**config.mk**
```make
export PLATFORM = sky130hd
export DESIGN_NAME = sr_ff_driver
export DESIGN_NICKNAME = d
export VERILOG_FILES = /design/src/rtl/sr_drv_pkg.sv /design/src/rtl/sr_phase_timer.sv /design/src/rtl/sr_ff_driver.sv
export SDC_FILE = /design/constraint.sdc
export NUM_CORES = 1
export LEC_CHECK = 0
export BUFFER_PORTS_ARGS = -buffer_cell sky130_fd_sc_hd__buf_4
export CELL_PAD_IN_SITES_DETAIL_PLACEMENT = 0
export CELL_PAD_IN_SITES_GLOBAL_PLACEMENT = 1
export CORE_AREA = 2 2 49 51
export CTS_CLUSTER_DIAMETER = 40
export DETAILED_ROUTE_END_ITERATION = 6
export DIE_AREA = 0 0 51 53
export PLACE_DENSITY = 0.86
export SLEW_MARGIN = 10
export SYNTH_ARGS = -nofsm -noshare
export SYNTH_HDL_FRONTEND = slang
export SYNTH_SLANG_ARGS = --single-unit
```
**constraint.sdc**
```tcl
create_clock -name clk -period 3.75 [get_ports clk]
set_input_delay 0 -clock clk [delete_from_list [all_inputs] [get_ports clk]]
set_output_delay 0 -clock clk [all_outputs]
set_load 0.005 [all_outputs]
```
**src/rtl/sr_drv_pkg.sv**
```systemverilog
// Shared definitions for the master-slave SR flip-flop command driver.
package sr_drv_pkg;

    // Default phase lengths and counter width
    localparam int unsigned DEF_SETUP_CYCLES = 1;
    localparam int unsigned DEF_PULSE_CYCLES = 2;
    localparam int unsigned DEF_HOLD_CYCLES  = 1;
    localparam int unsigned DEF_CNT_W        = 4;

    // Accept-to-response latency for a legal command with the default timing
    localparam int unsigned LAT = DEF_SETUP_CYCLES + DEF_PULSE_CYCLES + DEF_HOLD_CYCLES + 2;

    // Command encodings
    localparam logic [1:0] CMD_HOLD  = 2'b00;
    localparam logic [1:0] CMD_RESET = 2'b01;
    localparam logic [1:0] CMD_SET   = 2'b10;
    localparam logic [1:0] CMD_ILL   = 2'b11;

    typedef enum logic [2:0] {
        ST_IDLE,
        ST_SETUP,
        ST_PULSE,
        ST_HOLD,
        ST_CHECK,
        ST_RESP
    } sr_state_t;

    // Response payload
    typedef struct packed {
        logic ok;
        logic q;
    } sr_rsp_t;

    // S/R levels for a command, packed as {s, r}
    function automatic logic [1:0] cmd_to_sr(input logic [1:0] cmd);
        case (cmd)
            CMD_SET:   return 2'b10;
            CMD_RESET: return 2'b01;
            default:   return 2'b00;
        endcase
    endfunction

    // Q value the flip-flop must show once the command has been applied
    function automatic logic cmd_expected(input logic [1:0] cmd, input logic q_now);
        case (cmd)
            CMD_SET:   return 1'b1;
            CMD_RESET: return 1'b0;
            default:   return q_now;
        endcase
    endfunction

endpackage

```
**src/rtl/sr_phase_timer.sv**
```systemverilog
// Phase length counter: loads N-1 on phase entry, counts down, done at zero.
module sr_phase_timer #(
    parameter int unsigned CNT_W = 4
) (
    input  logic             clk,
    input  logic             rst_n,
    input  logic             load,
    input  logic [CNT_W-1:0] load_val,
    output logic             done_c
);

    logic [CNT_W-1:0] cnt_q;

    // Load on phase entry, otherwise count down and park at zero
    always_ff @(posedge clk or negedge rst_n) begin
        if (!rst_n) begin
            cnt_q <= '0;
        end else if (load) begin
            cnt_q <= load_val;
        end else if (cnt_q != '0) begin
            cnt_q <= cnt_q - CNT_W'(1);
        end
    end

    assign done_c = (cnt_q == '0);

endmodule

```
**src/rtl/sr_ff_driver.sv**
```systemverilog
// Command-side driver for one master-slave SR flip-flop: sequences S/R setup,
// clock pulse and hold, then samples Q and returns a checked response.
// Optional build macro SR_MIDQ_CHECK_EN: also require the master latch
// (ff_mid_q) to show the expected value on the last pulse cycle.
module sr_ff_driver
    import sr_drv_pkg::*;
#(
    parameter int unsigned SETUP_CYCLES = DEF_SETUP_CYCLES,
    parameter int unsigned PULSE_CYCLES = DEF_PULSE_CYCLES,
    parameter int unsigned HOLD_CYCLES  = DEF_HOLD_CYCLES,
    parameter int unsigned CNT_W        = DEF_CNT_W
) (
    input  logic       clk,
    input  logic       rst_n,
    input  logic       req_valid,
    output logic       req_ready,
    input  logic [1:0] req_cmd,
    output logic       rsp_valid,
    input  logic       rsp_ready,
    output logic       rsp_ok,
    output logic       rsp_q,
    output logic       ff_s,
    output logic       ff_r,
    output logic       ff_clk,
    input  logic       ff_q,
    input  logic       ff_qbar,
    input  logic       ff_mid_q
);

    sr_state_t        state_q, state_d;
    logic             req_ready_q, req_ready_d;
    logic             rsp_valid_q, rsp_valid_d;
    sr_rsp_t          rsp_reg_q, rsp_d;
    logic             ff_s_q, ff_s_d;
    logic             ff_r_q, ff_r_d;
    logic             ff_clk_q, ff_clk_d;
    logic             exp_q, exp_d;
    logic             timer_load_c;
    logic [CNT_W-1:0] timer_val_c;
    logic             timer_done_c;

`ifdef SR_MIDQ_CHECK_EN
    logic             midq_ok_q, midq_ok_d;
`else
    logic             unused_mid_q;
    assign unused_mid_q = ff_mid_q;
`endif

    sr_phase_timer #(
        .CNT_W (CNT_W)
    ) u_timer (
        .clk      (clk),
        .rst_n    (rst_n),
        .load     (timer_load_c),
        .load_val (timer_val_c),
        .done_c   (timer_done_c)
    );

    // State and registered outputs
    always_ff @(posedge clk or negedge rst_n) begin
        if (!rst_n) begin
            state_q     <= ST_IDLE;
            req_ready_q <= 1'b1;
            rsp_valid_q <= 1'b0;
            rsp_reg_q   <= '0;
            ff_s_q      <= 1'b0;
            ff_r_q      <= 1'b0;
            ff_clk_q    <= 1'b0;
            exp_q       <= 1'b0;
`ifdef SR_MIDQ_CHECK_EN
            midq_ok_q   <= 1'b0;
`endif
        end else begin
            state_q     <= state_d;
            req_ready_q <= req_ready_d;
            rsp_valid_q <= rsp_valid_d;
            rsp_reg_q   <= rsp_d;
            ff_s_q      <= ff_s_d;
            ff_r_q      <= ff_r_d;
            ff_clk_q    <= ff_clk_d;
            exp_q       <= exp_d;
`ifdef SR_MIDQ_CHECK_EN
            midq_ok_q   <= midq_ok_d;
`endif
        end
    end

    // Next state and next output values; outputs change together with the state
    always_comb begin
        state_d      = state_q;
        req_ready_d  = req_ready_q;
        rsp_valid_d  = rsp_valid_q;
        rsp_d        = rsp_reg_q;
        ff_s_d       = ff_s_q;
        ff_r_d       = ff_r_q;
        ff_clk_d     = ff_clk_q;
        exp_d        = exp_q;
        timer_load_c = 1'b0;
        timer_val_c  = '0;
`ifdef SR_MIDQ_CHECK_EN
        midq_ok_d    = midq_ok_q;
`endif

        case (state_q)
            ST_IDLE: begin
                if (req_valid && req_ready_q) begin
                    req_ready_d = 1'b0;
                    if (req_cmd == CMD_ILL) begin
                        // Illegal command: answer at once, no flip-flop activity
                        state_d     = ST_RESP;
                        rsp_valid_d = 1'b1;
                        rsp_d.ok    = 1'b0;
                        rsp_d.q     = ff_q;
                    end else begin
                        state_d          = ST_SETUP;
                        {ff_s_d, ff_r_d} = cmd_to_sr(req_cmd);
                        ff_clk_d         = 1'b0;
                        exp_d            = cmd_expected(req_cmd, ff_q);
                        timer_load_c     = 1'b1;
                        timer_val_c      = CNT_W'(SETUP_CYCLES - 1);
                    end
                end
            end

            ST_SETUP: begin
                if (timer_done_c) begin
                    state_d      = ST_PULSE;
                    ff_clk_d     = 1'b1;
                    timer_load_c = 1'b1;
                    timer_val_c  = CNT_W'(PULSE_CYCLES - 1);
                end
            end

            ST_PULSE: begin
                if (timer_done_c) begin
                    state_d      = ST_HOLD;
                    ff_clk_d     = 1'b0;
                    timer_load_c = 1'b1;
                    timer_val_c  = CNT_W'(HOLD_CYCLES - 1);
`ifdef SR_MIDQ_CHECK_EN
                    midq_ok_d    = (ff_mid_q == exp_q);
`endif
                end
            end

            ST_HOLD: begin
                if (timer_done_c) begin
                    state_d = ST_CHECK;
                    ff_s_d  = 1'b0;
                    ff_r_d  = 1'b0;
                end
            end

            ST_CHECK: begin
                state_d     = ST_RESP;
                rsp_valid_d = 1'b1;
                rsp_d.q     = ff_q;
`ifdef SR_MIDQ_CHECK_EN
                rsp_d.ok    = (ff_q == exp_q) && (ff_qbar == ~ff_q) && midq_ok_q;
`else
                rsp_d.ok    = (ff_q == exp_q) && (ff_qbar == ~ff_q);
`endif
            end

            ST_RESP: begin
                if (rsp_ready) begin
                    state_d     = ST_IDLE;
                    rsp_valid_d = 1'b0;
                    req_ready_d = 1'b1;
                end
            end

            default: begin
                state_d     = ST_IDLE;
                req_ready_d = 1'b1;
                rsp_valid_d = 1'b0;
                ff_s_d      = 1'b0;
                ff_r_d      = 1'b0;
                ff_clk_d    = 1'b0;
            end
        endcase
    end

    assign req_ready = req_ready_q;
    assign rsp_valid = rsp_valid_q;
    assign rsp_ok    = rsp_reg_q.ok;
    assign rsp_q     = rsp_reg_q.q;
    assign ff_s      = ff_s_q;
    assign ff_r      = ff_r_q;
    assign ff_clk    = ff_clk_q;

endmodule
```
=== Word-level counts from Yosys, hierarchy flattened ===
Index checks and enable logic that the tools add are counted.

* Reductions and logical operators: 19
* Multiplexer cells: 38
* Bitwise operators: 6
* Equality and inequality tests: 17
* $add $sub $neg: 1

{| class="wikitable"
|+ Operators with widths
! operator !! count
|-
| 1-bit two-way mux || 18
|-
| 3-bit two-way mux || 6
|-
| 3-bit one-hot mux with 6 select lines || 1
|-
| 2-bit != test (second input constant) || 7
|-
| 5-bit AND reduction || 2
|-
| 1-bit one-hot mux with 3 select lines || 3
|-
| 3-bit AND reduction || 3
|-
| 4-bit two-way mux || 2
|-
| 1-bit one-hot mux with 4 select lines || 2
|-
| 2-bit one-hot mux with 2 select lines || 2
|-
| 4-bit AND reduction || 2
|-
| 4-bit OR reduction || 2
|-
| 3-bit by 2-bit == test with 1-bit output (second input constant) || 2
|-
| 3-bit == test (second input constant) || 2
|-
| 1-bit NOT || 6
|-
| 3-bit OR reduction || 2
|-
| 2-bit == test (second input constant) || 2
|-
| 4-bit zero test || 1
|-
| 2-bit two-way mux || 2
|-
| 1-bit one-hot mux with 2 select lines || 2
|-
| 2-bit nonzero test || 2
|-
| 4-bit nonzero test || 1
|-
| 4-bit by 1-bit subtractor with 4-bit output (second input constant) || 1
|-
| 3-bit by 1-bit == test with 1-bit output (second input constant) || 1
|-
| 5 further kinds || 7
|}

* Flip-flop bits (word level): 15
* Output and inout port bits: 7
* Input port bits: 9
* Word-level logic and storage cells: 91

=== Depth between registers and ports, before layout ===
Gate-level depths: netlist of run 1.

* Depth after elaboration: 5
* Mapped depth: 7
* Depth with buffers taken out: 6

=== By module ===
From an unflattened synthesis of run 1, not the netlist that was laid out.

* Cells, all modules: 93
* Area total of the unflattened synthesis: 924.6 µm²

{| class="wikitable"
|+ Modules (own cells, without submodules)
! module !! cells each !! times used !! area each (µm²)
|-
| sr_ff_driver || 71 || 1 || 690.7
|-
| sr_phase_timer || 22 || 1 || 234.0
|}

=== Worst setup path after synthesis of run 1 ===
Ideal clock, no wire load.

* Kind: reg2reg
* Start: register u_timer.cnt_q[0]
* End: register u_timer.cnt_q[0]
* Stages on the path, launching flop included: 7
* Path buffers: 1
* Setup time: 0.094 ns
* Path slack: 2.142 ns
* Arrival: 1.514 ns
* Required time: 3.656 ns
* Path through: dfrtp_1 > inv_1 > ha_1 > or3b_1 > buf_6 > a21o_1 > a221oi_2

* Cells in the longest elaborated chain, start to end: 4

{| class="wikitable"
|+ RTL lines
! item !! line !! source
|-
| start, declared || sr_phase_timer.sv:12 || <nowiki>logic [CNT_W-1:0] cnt_q;</nowiki>
|-
| start signal, assigned || sr_phase_timer.sv:19 || <nowiki>cnt_q <= load_val;</nowiki>
|-
| start signal, assigned || sr_phase_timer.sv:21 || <nowiki>cnt_q <= cnt_q - CNT_W'(1);</nowiki>
|-
| branches (longest 4 deep; another with 4-bit by 1-bit subtractor with 4-bit output) || n/a ||
|}

Several ways; the timed one is not identified. The select of a mux whose other input is x is not followed.
A chain may end at the register's enable or synchronous reset.

=== Final worst setup path of run 1 ===
* Start: register state_q[2]
* End: register exp_q

* Cells in the longest elaborated chain, start to end: 2

{| class="wikitable"
|+ RTL lines
! item !! line !! source
|-
| start, declared || sr_ff_driver.sv:30 || <nowiki>sr_state_t state_q, state_d;</nowiki>
|-
| start signal, assigned || sr_ff_driver.sv:74 || <nowiki>state_q <= state_d;</nowiki>
|-
| 3-bit zero test || sr_ff_driver.sv:104 || <nowiki>case (state_q)</nowiki>
|-
| 3-bit AND reduction (no source line) || n/a ||
|-
| end signal, assigned || sr_ff_driver.sv:81 || <nowiki>exp_q <= exp_d;</nowiki>
|-
| end, declared || sr_ff_driver.sv:37 || <nowiki>logic exp_q, exp_d;</nowiki>
|}

No other way between the ends.

==> results.json, run 1 <==
{
  "clk_latency_ns": 0.29,
  "yosys.area.top_type": "dfrtp_1",
  "min_period_over_period": 0.474,
  "start_util": 0.422,
  "layout-drive-gt1-share": 0.195,
  "rows": 17,
  "max-vdd-ir-drop_uv": 327,
  "ios": 16,
  "synth_edf_count": 0,
  "cts_buffers": 3,
  "synth-simple-area-share": 0.174,
  "drt-total-wl_um": 1850,
  "diodes": 0,
  "die_w_um": 51,
  "synth_area_leaders": "dfrtp_1 39%, ha_1 8.3%, a21oi_1 4.4%",
  "drtAntennaViolNets": 0,
  "timing.setup.tns_ns": 0,
  "min_path_type": "in2reg",
  "port_buffers": 14,
  "drtIter0Drc": 18,
  "hold_path_startpoint": "rsp_ready",
  "die_h_um": 53,
  "via_per_inst": 5.39,
  "cts_resized": 0,
  "clk_pin_slew_ns": 0.09,
  "clk_path_buf_depth": 2,
  "setup_ws_ns": 1.97,
  "finalHoldViolations": 0,
  "synth.net_count": 113,
  "finClkSkew_ns": 0.00788,
  "ys_seq_area_frac": 0.416,
  "postCtsSetupBuffers": 0,
  "cp.required_ns": 3.97,
  "synth.top_cells.by_count": "14 x dfrtp_1, 9 x nand2_1, 9 x nor2_1, 8 x a21oi_1, 8 x inv_1",
  "grt_usage": 0.165,
  "cts_tree": "yes",
  "rsz0062_at_grt": "false",
  "syn2layout_area_growth_pct": 17.4,
  "status": "complete, no violations",
  "async_reset_ff_frac": 1.00,
  "cts_max_level": 1,
  "power_density_nw_per_um2": 731,
  "synth_top_area_share": 0.387,
  "synth_top_family_by_area": "compound AO/OA/AOI/OAI gates",
  "place_congestion": 0.716,
  "avgSynthCellArea_um2": 9.24,
  "synthDistinctLibCells": 36,
  "cts_root_buf": "clkbuf_4",
  "wl_per_cell_um": 13.1,
  "grt_pass1_vias": 696,
  "vias": 760,
  "synthCells": 98,
  "place_inst": 135,
  "synth_ff_type": "dfrtp_1",
  "relSlewSlack": 0.509,
  "antenna_found_initial": 0,
  "yosys.area_share.xor_xnor": 0.0290,
  "fin_crit_ns": 1.78,
  "endpoint_kind": "register",
  "synth_compound_area_frac": 0.210,
  "r2r_start": "state_q[2]",
  "cts_hold_buf": 2,
  "arrival_ns": 2.00,
  "crit_start": "state_q[2]",
  "worstSetupPathType": "reg2reg",
  "cp_max_fo": 12,
  "clkSinkCount": 15,
  "netlist_area_um2": 906,
  "critical_path.startpoint_type": "register",
  "dp_slack_ns": 1.99,
  "synth_mux_area_frac": 0.0235,
  "instances_no_fill": 141,
  "ys_warn_count": 0,
  "dr.pass1.iters": 4,
  "finalSetupViolations": 0,
  "maxSlewViolCount": 0,
  "synth-seq-cells": 15,
  "worst_pin_slew_ns": 0.731,
  "p_leak_nw": 0.486,
  "clock.fmax_ghz": 0.563,
  "yosysMostFrequentCell": "dfrtp_1",
  "drv_cap": 0,
  "drcViolationCount": 0,
  "grt_pass1_wl_um": 3220,
  "grt_max_degree": 19,
  "die_area_um2": 2700,
  "grt-ovfl-total": 0,
  "coreArea_um2": 2150,
  "final_nets": 129,
  "synthAdderAreaFrac": 0.0829,
  "dp_hpwl_um": 1310
}
[state kept, by name, indices dropped and copies added (netlist names)]
signal / flops
ff_clk: 1
state_q: 3
u_timer.cnt_q: 4
ff_r: 1
rsp_q: 1
rsp_valid: 1
ff_s: 1
req_ready: 1
exp_q: 1
rsp_ok: 1
[layout by cell type, fill, tap and decap left out]
master | netlist | final
clkbuf_4 | 0 | 3
dlygate4sd3_1 | 0 | 2
ha_1 | 6 | 6
nand4_1 | 1 | 1
dfstp_2 | 1 | 1
o211ai_1 | 1 | 1
or3_1 | 1 | 1
nor2_1 | 9 | 9
clkbuf_1 | 2 | 1
o21ba_2 | 1 | 1
or3b_1 | 1 | 1
xor2_1 | 2 | 2
a221oi_2 | 1 | 1
a32o_1 | 1 | 1
a22oi_1 | 1 | 1
a31oi_1 | 1 | 1
o32ai_1 | 1 | 1
a211oi_1 | 2 | 2
mux2i_1 | 1 | 1
nor3_1 | 5 | 5
a21o_1 | 1 | 1
nor2b_1 | 1 | 1
xnor2_1 | 1 | 1
o22ai_1 | 2 | 2
nor3b_1 | 2 | 2
buf_4 | 0 | 14
nand2_1 | 9 | 9
a2111oi_0 | 1 | 1
a21oi_1 | 8 | 8
a21boi_0 | 1 | 1
mux2_2 | 1 | 1
dfrtp_1 | 14 | 14
and3_1 | 1 | 1
o21ai_0 | 5 | 5
a32oi_1 | 1 | 1
nand4bb_2 | 1 | 1
inv_1 | 8 | 8
[power by group]
group	switching, mW	internal [mW]	total, mW
logic	0.154	0.178	0.332
clock network	0.0525	0.0414	0.0938
registers	0.110	0.242	0.352
total	0.316	0.461	0.777
[critical path, cell delays in order, from the launching register on]
cell and delay [ns]:
dfrtp_1 0.51, nand4bb_2 0.37, nor3_1 0.62, nor2_1 0.09
a21oi_1 0.13
[logic make-up after synthesis]
logic type / count (synthesis)
adder cells (fa/ha/maj): 6
buffers and inverters: 13
AND/OR/NAND/NOR: 31
AO/OA/AOI/OAI: 28
flip-flops: 15
multiplexers: 2
XOR/XNOR: 3
[through the flow]
stage	power [mW]	utilization	hold slack [ns]	area (µm²)
after CTS	0.784	0.495	0.0578	1060
after global routing	0.858	0.495	0.0905	1060
after global placement	0.670	0.474	-0.130	1020
final	0.777	0.495	0.0766	1060
after detailed placement	0.685	0.474	-0.129	1020
after floorplan	0.581	-	-0.296	906
[worst paths after layout]
path | to | cells past startpoint | slack, ns
max in group asynchronous | req_ready | 2 | 3.40
min in group asynchronous | u_timer.cnt_q[2] | 2 | 0.09
setup reg to reg | exp_q | 4 | 1.97
hold / removal | req_ready | 3 | 0.08
setup / recovery | exp_q | 4 | 1.97
hold reg to reg | ff_r | 2 | 0.51
[layer usage]
metal | share of wire | GRT usage | up-vias
li1 | - | - | 383
met1 | 0.47 | 0.219 | 352
met2 | 0.46 | 0.247 | 21
met3 | 0.051 | 0.0452 | 4
met4 | 0.019 | 0.0811 | 0
met5 | 0 | 0 | -
[area by class of cell]
class | instances | area [µm²]
Clock buffer | 4 | 26.3
Fill cell | 200 | 1080
Inverter | 8 | 30.0
Multi-Input combinational cell | 70 | 470
Sequential cell | 15 | 377
Tap cell | 28 | 35.0
Timing Repair Buffer | 16 | 125
(Power assumes the default switching activity.)
==> inputs of run 2 (changes only) <==
--- a/config.mk
+++ b/config.mk
@@ -5,14 +5,15 @@
 export SDC_FILE = /design/constraint.sdc
 export NUM_CORES = 1
 export LEC_CHECK = 0
+export ABC_AREA = 1
 export BUFFER_PORTS_ARGS = -buffer_cell sky130_fd_sc_hd__buf_4
 export CELL_PAD_IN_SITES_DETAIL_PLACEMENT = 0
 export CELL_PAD_IN_SITES_GLOBAL_PLACEMENT = 1
-export CORE_AREA = 2 2 49 51
+export CORE_AREA = 2 2 55 57
 export CTS_CLUSTER_DIAMETER = 40
 export DETAILED_ROUTE_END_ITERATION = 6
-export DIE_AREA = 0 0 51 53
-export PLACE_DENSITY = 0.86
+export DIE_AREA = 0 0 57 59
+export PLACE_DENSITY = 0.78
 export SLEW_MARGIN = 10
 export SYNTH_ARGS = -nofsm -noshare
 export SYNTH_HDL_FRONTEND = slang
==> constraint.sdc (replaced) <==
create_clock -name clk -period 1.5 [get_ports clk]
set_input_delay 0 -clock clk [delete_from_list [all_inputs] [get_ports clk]]
set_output_delay 0 -clock clk [all_outputs]
set_load 0.005 [all_outputs]
==> results.json, run 2 <==
{
  "via_per_inst": 4.87,
  "fin_crit_ns": 1.36,
  "synth_ff_type": "dfrtp_1",
  "fillers": 302,
  "grt_pass1_vias": 804,
  "clkSinkCount": 15,
  "timing.setup.tns_ns": 0,
  "rows": 19,
  "vias": 857,
  "die_w_um": 57,
  "cts_buffers": 3,
  "reg2reg_slack_ns": 0.14,
  "avgSynthCellArea_um2": 7.83,
  "async_reset_ff_frac": 1.00,
  "synth.net_count": 137,
  "cts_resized": 0,
  "die_area_um2": 3360,
  "critical_path.startpoint_type": "register",
  "endpoint_kind": "register",
  "max-vdd-ir-drop_uv": 392,
  "synthCells": 122,
  "min_period_over_period": 0.907,
  "grt-ovfl-total": 0,
  "relSlewSlack": 0.762,
  "maxSlewViolCount": 0,
  "synthDistinctLibCells": 23,
  "regMostFlops": "u_timer.cnt_q",
  "worst_pin_slew_ns": 0.357,
  "synth-seq-cells": 15,
  "clock.fmax_ghz": 0.735,
  "drv_cap": 0,
  "syn2layout_area_growth_pct": 21.5,
  "status": "complete, no violations",
  "dr.pass1.iters": 4,
  "synth.top_cells.by_count": "41 x nand2_1, 14 x dfrtp_1, 10 x inv_1, 9 x nand3_1, 8 x o21ai_0",
  "clk_path_buf_depth": 2,
  "cts_tree": "yes",
  "worstSetupPathType": "reg2reg",
  "finalSetupViolations": 0,
  "netlist_area_um2": 955,
  "clk_pin_slew_ns": 0.08,
  "die_h_um": 59,
  "arrival_ns": 1.57,
  "drcViolationCount": 0,
  "start_util": 0.352,
  "coreArea_um2": 2710,
  "layout-drive-gt1-share": 0.228,
  "top_regs": "u_timer.cnt_q: 4 flops, state_q: 3 flops",
  "multi_input_area_um2": 510,
  "drt-total-wl_um": 1960,
  "cp_max_fo": 6,
  "ys_warn_count": 0,
  "layout_common_cells": "41 x nand2_1, 19 x buf_4, 14 x dfrtp_1",
  "drtAntennaViolNets": 0,
  "ios": 16,
  "cts_root_buf": "clkbuf_4",
  "cp.required_ns": 1.71,
  "layout_commonest_cell": "nand2_1",
  "p_leak_nw": 0.659,
  "largest_reg_flops": 4,
  "finClkSkew_ns": 0.00394,
  "total_power_mw": 0.681,
  "finalHoldViolations": 0,
  "grt_pass1_wl_um": 3350,
  "rsz0062_at_grt": "false",
  "antenna_found_initial": 0,
  "synth_edf_count": 0,
  "grt_max_degree": 16,
  "power_density_nw_per_um2": 587,
  "synth_top_area_share": 0.367,
  "min_path_type": "in2reg",
  "clk_latency_ns": 0.28,
  "cts_max_level": 1,
  "wl_per_cell_um": 11.1,
  "synth_area_leaders": "dfrtp_1 37%, nand2_1 16%, ha_1 7.9%",
  "yosysMostFrequentCell": "nand2_1",
  "dp_hpwl_um": 1570,
  "yosys.area.top_type": "dfrtp_1",
  "place_congestion": 0.762,
  "ys_seq_area_frac": 0.394,
  "diodes": 0,
  "grt_usage": 0.128,
  "port_buffers": 14,
  "final_nets": 161,
  "drtIter0Drc": 9,
  "regArea_um2": 377
}
## run 2: changes by cell type after synthesis, moves of 3 or more
cell	previous run	this run
a21oi_1	8	3
nand2_1	9	41
nand3_1	0	9
nand4_1	1	5
nor3_1	5	2
o21ai_0	5	8
## run 2: cells by family after synthesis
group	count (synthesis)	synth area share
simple gates	72	0.364
flops	15	0.395
buf+inv	14	0.0708
compound gates	13	0.0734
fa+ha+maj	6	0.0786
xor+xnor	2	0.0184
## run 2: final timing paths
path	startpoint	endpoint	cells after the start
worst max-delay path	u_timer.cnt_q[1]	u_timer.cnt_q[1]	7
max in group asynchronous	rst_n	req_ready	2
worst max register to register	u_timer.cnt_q[1]	u_timer.cnt_q[1]	7
min in group asynchronous	rst_n	state_q[1]	2
worst min-delay path	ff_qbar	rsp_ok	4
worst min register to register	rsp_q	rsp_q	2
## run 2: critical path, cell delays in order (launching register included)
cell	delay, ns
dfrtp_1	0.35
inv_1	0.07
ha_1	0.19
nand2_1	0.07
nor2_1	0.05
buf_4	0.15
or2_2	0.27
a21oi_1	0.14
## run 2: final cells by class
cell class | instances | share of cell area
Clock buffer | 4 | 0.0227
Inverter | 12 | 0.0388
Multi-Input combinational cell | 93 | 0.440
Sequential cell | 15 | 0.325
Tap cell | 31 | 0.0334
Timing Repair Buffer | 21 | 0.140
## run 2: what timing repair did
action | 4_1_cts | 5_1_grt
hold endpoints to repair | 16 | 0
endpoints found under the setup margin | 0 | 1
buffers inserted | 0 | 1
hold buffers | 2 | 0
## run 2: metal layers
metal,vias up,track usage,routed length (µm)
met4,0,0.0498,29
met1,392,0.155,888
met5,-,0,0
met2,18,0.228,970
met3,5,0.0218,66
li1,442,-,-
## run 2: report_power, final
part           internal [mW]  switching [mW]
clock                  0.103           0.129
sequential             0.404               0
combinational         0.0220          0.0224
total                  0.529           0.151
## run 2: stage by stage
stage | hold slack, ns | cells | utilization | cell area, µm² | setup WS (ns)
finish | 0.0195 | 176 | 0.428 | 1160 | 0.139
global route | 0.0266 | 176 | 0.428 | 1160 | 0.00526
floorplan | -0.296 | 122 | - | 955 | 0.123
CTS | 0.0166 | 175 | 0.425 | 1150 | 0.122
global placement | -0.130 | 169 | 0.408 | 1110 | 0.163
detailed placement | -0.131 | 169 | 0.408 | 1110 | 0.142
==> inputs of run 3 (changes only) <==
--- a/config.mk
+++ b/config.mk
@@ -5,15 +5,15 @@
 export SDC_FILE = /design/constraint.sdc
 export NUM_CORES = 1
 export LEC_CHECK = 0
-export ABC_AREA = 1
+export ABC_AREA = 0
 export BUFFER_PORTS_ARGS = -buffer_cell sky130_fd_sc_hd__buf_4
 export CELL_PAD_IN_SITES_DETAIL_PLACEMENT = 0
 export CELL_PAD_IN_SITES_GLOBAL_PLACEMENT = 1
-export CORE_AREA = 2 2 55 57
+export CORE_AREA = 2 2 54 56
 export CTS_CLUSTER_DIAMETER = 40
 export DETAILED_ROUTE_END_ITERATION = 6
-export DIE_AREA = 0 0 57 59
-export PLACE_DENSITY = 0.78
+export DIE_AREA = 0 0 56 58
+export PLACE_DENSITY = 0.76
 export SLEW_MARGIN = 10
 export SYNTH_ARGS = -nofsm -noshare
 export SYNTH_HDL_FRONTEND = slang
==> results.json, run 3 (same netlist as run 1, synthesis figures left out) <==
{
  "rows": 19,
  "finClkSkew_ns": 0.00223,
  "fin_crit_ns": 1.55,
  "met3_length_um": 83,
  "cts_buffers": 3,
  "layout_commonest_cell": "buf_4",
  "highest_layer": "met4",
  "ios": 16,
  "die_h_um": 58,
  "max-vdd-ir-drop_uv": 988,
  "wl_met1_um": 1010,
  "failed_checks": "setup timing",
  "arrival_ns": 1.72,
  "p_leak_nw": 0.568,
  "relSlewSlack": 0.750,
  "status": "finished with violations",
  "instances_no_fill": 160,
  "rsz0062_at_grt": "true",
  "clock.fmax_ghz": 0.643,
  "place_congestion": 0.825,
  "dr.pass1.iters": 4,
  "worst_pin_slew_ns": 0.375,
  "cts_root_buf": "clkbuf_4",
  "drt-total-wl_um": 2110,
  "cts_max_level": 1,
  "dp_hpwl_um": 1430,
  "grt_max_degree": 16,
  "min_period_over_period": 1.04,
  "place_inst": 150,
  "critical_path.startpoint_type": "register",
  "coreArea_um2": 2660,
  "finalSetupViolations": 2,
  "cp.required_ns": 1.67,
  "grt-ovfl-total": 0,
  "layout-drive-gt1-share": 0.341,
  "clk_pin_slew_ns": 0.09,
  "drcViolationCount": 0,
  "cts_tree": "yes",
  "drv_cap": 0,
  "worstSetupPathType": "reg2reg",
  "power_density_nw_per_um2": 1920,
  "cp_max_fo": 6,
  "endpoint_kind": "register",
  "largest_reg_flops": 4,
  "grt_usage": 0.137,
  "layout_common_cells": "30 x buf_4, 14 x dfrtp_1, 9 x nor2_1, 9 x nand2_1, 8 x a21oi_1",
  "final_nets": 145,
  "min_path_type": "in2reg",
  "vias": 847,
  "regMostFlops": "u_timer.cnt_q",
  "top_regs": "u_timer.cnt_q: 4 flops, state_q: 3 flops",
  "via_per_inst": 5.29,
  "antenna_found_initial": 0,
  "clk_path_buf_depth": 2,
  "drtAntennaViolNets": 0,
  "final_core_util": 0.459,
  "clkSinkCount": 15,
  "syn2layout_area_growth_pct": 34.8,
  "maxSlewViolCount": 0,
  "wl_met2_um": 939,
  "grt_pass1_vias": 726,
  "wl_per_cell_um": 13.2,
  "port_buffers": 14,
  "die_w_um": 56,
  "start_util": 0.340,
  "die_area_um2": 3250,
  "diodes": 0,
  "drtIter0Drc": 29,
  "setup_ws_ns": -0.0547,
  "clk_latency_ns": 0.29,
  "grt_pass1_wl_um": 3390,
  "finalHoldViolations": 0
}
-- run 3: cell types whose count changed in the layout (fill, tap and decap cells not counted), sizes merged, moves of 4 or more --
cell   change
nand3     -11
a21oi      +5
inv        -4
buf       +11
nand4      -5
nand2     -34
-- run 3: timing repair --
action,in CTS,in global routing
setup endpoints to repair,5,7
pin swaps,1,2
resized for setup,5,3
endpoints found under the hold margin,16,0
hold buffers,2,0
buffers inserted,2,2
-- run 3: power by group --
group	internal (mW)	total, mW	switching, mW
sequential	0.606	0.793	0.187
clock	0.103	0.236	0.132
combinational	0.706	1.31	0.605
total	1.42	2.34	0.924
-- run 3: path summary, 6_finish.rpt --
kind,startpoint,to,slack (ns),depth (start not counted)
max in group asynchronous,rst_n,req_ready,1.16,2
min in group asynchronous,rst_n,rsp_valid,0.09,2
hold reg to reg,rsp_ok,rsp_ok,0.50,1
setup / recovery,u_timer.cnt_q[0],u_timer.cnt_q[0],-0.05,6
hold / removal,rsp_ready,state_q[2],0.07,4
setup reg to reg,u_timer.cnt_q[0],u_timer.cnt_q[0],-0.05,6
-- run 3: metal layers --
metal | GRT usage | vias up
met1 | 0.192 | 415
met5 | 0 | -
met4 | 0.0952 | 0
met2 | 0.185 | 17
met3 | 0.0335 | 7
li1 | - | 408
-- run 3: layout make-up --
cell class,instances,area [µm²]
Tap cell,31,38.8
Sequential cell,15,377
Clock buffer,4,26.3
Multi-Input combinational cell,70,504
Inverter,8,30.0
Timing Repair Buffer,32,245
Fill cell,275,1440
-- run 3: metrics by stage --
step | total power, mW | cell area (µm²) | setup TNS (ns) | hold slack [ns] | setup WS, ns
2_1_floorplan | 1.46 | 908 | -0.129 | -0.296 | -0.0909
3_3_place_gp | 1.88 | 1110 | -0.138 | -0.129 | -0.0565
3_5_place_dp | 1.89 | 1110 | -0.432 | -0.131 | -0.158
4_1_cts | 2.23 | 1190 | -0.0807 | 0.0421 | -0.0807
5_1_grt | 2.55 | 1220 | -0.419 | 0.0908 | -0.131
6_report | 2.34 | 1220 | -0.0718 | 0.0659 | -0.0547
-- run 3: worst max-delay path, stage by stage (launching register included) --
cell      delay, ns
dfrtp_1        0.40
inv_2          0.08
ha_4           0.13
or3b_4         0.41
buf_4          0.15
nor3_1         0.20
a221oi_2       0.06
